## config.mk

```make
export PLATFORM = sky130hd
export DESIGN_NAME = data_dispatch
export DESIGN_NICKNAME = d
export VERILOG_FILES = /design/src/rtl/data_dispatch.sv
export SDC_FILE = /design/constraint.sdc
export NUM_CORES = 1
export LEC_CHECK = 0
export ABC_CLOCK_PERIOD_IN_PS = 4750
export BUFFER_PORTS_ARGS = -buffer_cell sky130_fd_sc_hd__buf_2
export CORE_MARGIN = 2
export CORE_UTILIZATION = 45
export DETAILED_ROUTE_END_ITERATION = 7
export PLACE_DENSITY = 0.75
export SYNTH_ARGS = -nofsm -noshare
export SYNTH_HDL_FRONTEND = slang
export SYNTH_SLANG_ARGS = --single-unit
```

## constraint.sdc

```tcl
create_clock -name clkd -period 4.75 [get_ports clkd]
set_clock_uncertainty 0.2 [all_clocks]
set_input_delay 0.7125 -clock clkd [delete_from_list [all_inputs] [get_ports clkd]]
set_output_delay 0.7125 -clock clkd [all_outputs]
set_load 0.02 [all_outputs]
```

## src/rtl/data_dispatch.sv

```systemverilog
// rtl/data_dispatch.sv - tagged-word dispatcher into three slot-rate-drained channel FIFOs
// Purpose: routes each valid input word into FIFO a/b/c selected by `channel`.
//   FIFO a pops every 2nd cycle, b every 4th and c every 8th, all aligned to a shared
//   free-running slot counter. Channel 3 words are dropped without stalling upstream.
// Optional feature macro: DISPATCH_ERR_CNT_EN (saturating count of dropped channel-3 words).
// Ports:
//   clkd, rst                   - clock, synchronous active-high reset
//   din, din_vld, channel       - input word, valid, target channel (0=a, 1=b, 2=c, 3=drop)
//   din_rdy                     - combinational accept for the currently addressed channel
//   data_a/b/c, data_a/b/c_vld  - channel outputs, valid held for one whole slot
//   err_cnt                     - dropped channel-3 word count (0 when feature disabled)
module data_dispatch #(
  parameter int DW    = 16,
  parameter int DEPTH = 4
) (
  input  logic          clkd,
  input  logic          rst,
  input  logic [DW-1:0] din,
  input  logic          din_vld,
  input  logic [1:0]    channel,
  output logic          din_rdy,
  output logic [DW-1:0] data_a,
  output logic [DW-1:0] data_b,
  output logic [DW-1:0] data_c,
  output logic          data_a_vld,
  output logic          data_b_vld,
  output logic          data_c_vld,
  output logic [7:0]    err_cnt
);

  localparam int AW = $clog2(DEPTH);

  logic [2:0] slot_cnt;
  logic [2:0] tick;
  logic [2:0] full;
  logic [3:0] full_ext;

  assign tick[0] = slot_cnt[0];
  assign tick[1] = &slot_cnt[1:0];
  assign tick[2] = &slot_cnt;

  // Channel 3 maps onto a constant 0 entry so it always reads as ready.
  assign full_ext = {1'b0, full};
  assign din_rdy  = rst | ~full_ext[channel];

  always_ff @(posedge clkd) begin
    if (rst) begin
      slot_cnt <= 3'd0;
    end else begin
      slot_cnt <= slot_cnt + 3'd1;
    end
  end

  for (genvar g = 0; g < 3; g++) begin : g_ch
    logic [AW:0]   wr_ptr;
    logic [AW:0]   rd_ptr;
    logic [DW-1:0] mem [DEPTH];
    logic [DW-1:0] data_q;
    logic          vld_q;
    logic          empty;
    logic          full_q;
    logic          wr_en;

    assign empty   = (wr_ptr == rd_ptr);
    assign full_q  = (wr_ptr[AW-1:0] == rd_ptr[AW-1:0]) && (wr_ptr[AW] != rd_ptr[AW]);
    assign full[g] = full_q;
    // No write-through when full, even if a pop lands on the same edge.
    assign wr_en   = din_vld && !rst && !full_q && (channel == 2'(g));

    always_ff @(posedge clkd) begin
      if (rst) begin
        wr_ptr <= '0;
        rd_ptr <= '0;
        data_q <= '0;
        vld_q  <= 1'b0;
      end else begin
        if (wr_en) begin
          mem[wr_ptr[AW-1:0]] <= din;
          wr_ptr              <= wr_ptr + (AW+1)'(1);
        end
        // Pop decision uses pre-edge emptiness, so a same-edge write is never bypassed.
        if (tick[g]) begin
          if (!empty) begin
            data_q <= mem[rd_ptr[AW-1:0]];
            rd_ptr <= rd_ptr + (AW+1)'(1);
            vld_q  <= 1'b1;
          end else begin
            vld_q  <= 1'b0;
          end
        end
      end
    end
  end

  assign data_a     = g_ch[0].data_q;
  assign data_b     = g_ch[1].data_q;
  assign data_c     = g_ch[2].data_q;
  assign data_a_vld = g_ch[0].vld_q;
  assign data_b_vld = g_ch[1].vld_q;
  assign data_c_vld = g_ch[2].vld_q;

`ifdef DISPATCH_ERR_CNT_EN
  logic [7:0] err_q;

  always_ff @(posedge clkd) begin
    if (rst) begin
      err_q <= 8'd0;
    end else if (din_vld && (channel == 2'd3) && (err_q != 8'hFF)) begin
      err_q <= err_q + 8'd1;
    end
  end

  assign err_cnt = err_q;
`else
  assign err_cnt = 8'd0;
`endif

endmodule

```

==> metrics.cfg <==
[drt]
antenna_left = 0
viasPerCell = 5.22
drt-total-wl_mm = 19.9
wl_per_cell_um = 18.9
drtIter0Drc = 399
drt_first_pass_iters = 5
via_count = 5489
post-route-drc-count = 0

[pwr]
power_leakage_nw = 4.40
power_density_nw_per_um2 = 401
peakVddDrop_mv = 0.264
p_total_mw = 4.80

[synthesis]
synth_edf_count = 192
synth_cells = 641
synth_area_leaders = edfxtp_1 (55%), dfxtp_1 (14%), mux4_2 (10%)
ys.flop_type = edfxtp_1
synth_top_area_cell = edfxtp_1
synth_area_um2 = 10500
async_reset_ff_share_pct = 0
postSynthAreaPerCell_um2 = 16.4
yosysWarnings = 0
yosysSeqAreaShare_pct = 68.4
yosysTopAreaCellShare_pct = 54.7
ys_types = 44
yosys_register_bits = 264

[hold_path]
hold_class = flop to flop

[die]
io_pins = 81
die_h_um = 157
start_util_pct = 45.3
fp-row-count = 56
fp.dieArea_um2 = 24700
die_w_um = 157
core-area_um2 = 23300

[worst_setup_path]
rr_worst_depth = 3
path_class = flop to primary output
worstPathRequired_ps = 3840
crit_family = flip-flops
critPathArrivalTime_ps = 2620
crit_slowest_cell = dfxtp_1
critical_path.max_fanout = 20
rrSetupSlack_ps = 1590
cp.depth = 4
rr_startpoint = g_ch[2].rd_ptr[1]$_SDFFE_PP0P_
worst_setup_path_start_kind = flop
crit_buf_inv = 1
cp-startpoint = g_ch[1].rd_ptr[1]$_SDFFE_PP0P_
cp_cell_sequence = xor2_1, nor4_1, o31ai_1, buf_2
cp-endpoint = din_rdy
slowest_delay_ps = 990
reg2reg_to = g_ch[2].mem[1][4]$_DFFE_PP_
endpoint_kind = primary output

[finish]
multi_input_area_um2 = 3070
utilization_pct = 51.4
syn2layout_area_growth_pct = 13.4
seq_area_um2 = 7210
nNetsFinal = 751
drive_gt1_share_pct = 23.3
diodes = 0
stdcell_count = 1052
layout_common_cells = edfxtp_1 (192), nand2_1 (106), dfxtp_1 (72), buf_2 (72), mux2i_1 (54)
fillers = 1903
final_common_cell = edfxtp_1

[sta]
rsz0062_at_grt = false
period_needed_ps = 3530
worst_pin_slew_ps = 1200
finalHoldViolCount = 0
fin_crit_sh_pct = 74.3
max_freq_ghz = 0.283
setup_tns_ps = 0
finalWorstSetupSlack_ps = 1220
setup_viol = 0
report.final.slew_viol_count = 0
slew_headroom_pct = 19.7

[place]
place.port_buffers = 72
gp_congestion = 0.722
place_hpwl_mm = 12.2
dp_cells = 1004
dp_slack_ps = 1490

[clock_tree]
htreeDepth = 1
clock_path_buffers = 3
post-cts-setup-buffer-count = 0
clkLatencyLatePin_ps = 520
postCtsResizedCells = 0
holdBufCountCts = 0
cts_root_buf = clkbuf_16
clock-sinks = 264
cts_tree = done
clkSlewWorstSetupHoldPaths_ps = 60
cts_made_buffers = 26

[global_routing]
grt_pass1_vias = 5421
grt_remaining_overflow = 0
track_usage_pct = 16.4
grt_start_max_net_pins = 61
grt_pass1_wl_mm = 31.1
antenna_found_initial = 0

[run]
cap_violations = 0

[outcome]
status = completed

power breakdown:
group	switching, mW	leakage (nW)	internal, mW
Combinational	0.153	1.69	0.0901
Sequential	0.0225	2.31	2.50
Clock	0.838	0.401	1.19
Total	1.01	4.40	3.78
worst register-to-register path: cells and delay by family (launching register included):
family | cells | cell delay [ps]
xor gates and xnor gates | 1 | 440
AOI/OAI and AO/OA | 1 | 360
DFF | 1 | 990
and+or+nand+nor | 1 | 780
cell families after synthesis:
kind of cell | after synthesis | synth area share, %
AO/OA/AOI/OAI | 34 | 2.94
flip-flops | 264 | 68.4
other | 1 | 0.0356
XOR/XNOR | 16 | 1.65
AND/OR/NAND/NOR | 152 | 6.49
multiplexers | 105 | 15.7
buffers and inverters | 52 | 2.80
adder cells (fa/ha/maj) | 17 | 2.02
through the flow:
stage	area (um^2)	hold slack [ps]
floorplan	10600	315
global placement	11100	242
detailed placement	11100	248
CTS	12000	259
global route	12000	277
finish	12000	253
worst min path at each step:
stage	from	end	slack (ps)	depth (start not counted)
2_1_floorplan	g_ch[2].wr_ptr[0]$_SDFFE_PP0P_	g_ch[2].wr_ptr[0]$_SDFFE_PP0P_	310	1
3_3_place_gp	data_a[7]$_SDFFE_PP0P_	data_a[7]$_SDFFE_PP0P_	240	2
3_5_place_dp	data_c[1]$_SDFFE_PP0P_	data_c[1]$_SDFFE_PP0P_	250	2
4_1_cts	data_b[12]$_SDFFE_PP0P_	data_b[12]$_SDFFE_PP0P_	260	2
5_1_grt	data_b[10]$_SDFFE_PP0P_	data_b[10]$_SDFFE_PP0P_	280	2
6_report	data_b[12]$_SDFFE_PP0P_	data_b[12]$_SDFFE_PP0P_	250	2
registers in the layout, indices dropped and copies added, names as in the netlist:
signal and cells:
data_c 16, slot_cnt 3, g_ch.wr_ptr 9, data_b_vld 1, data_c_vld 1, data_a_vld 1, g_ch.rd_ptr 9, g_ch.mem 192
data_b 16, data_a 16
final cells by class:
class | instances | area share, %
Timing Repair Buffer | 76 | 3.26
Sequential cell | 264 | 60.3
Inverter | 13 | 0.418
Clock buffer | 39 | 6.19
Tap cell | 319 | 3.34
Clock inverter | 9 | 0.879
Multi-Input combinational cell | 332 | 25.6
metal layers:
| layer | vias up | routed length (um) | track usage, % |
|---|---|---|---|
| met3 | 34 | 971 | 3.03 |
| met5 | - | 0 | 0 |
| li1 | 2550 | - | - |
| met4 | 0 | 488 | 4.94 |
| met1 | 2757 | 8900 | 23.1 |
| met2 | 148 | 9560 | 26.3 |
synth_stat cells (all sizes together) (2+ instances only):
library cell,n
a311o,5
clkbuf,15
nor2,7
buf,24
nand2,106
edfxtp,192
o31ai,7
ha,17
dfxtp,72
nor2b,5
a211oi,6
a311oi,2
mux2,3
nor3,2
inv,13
xor2,9
nor4bb,3
and2,12
xnor2,7
mux4,48
mux2i,54
nor4,5
o311ai,4
o31a,5
nand2b,6
No activity file was read; power rests on OpenSTA's default activity.
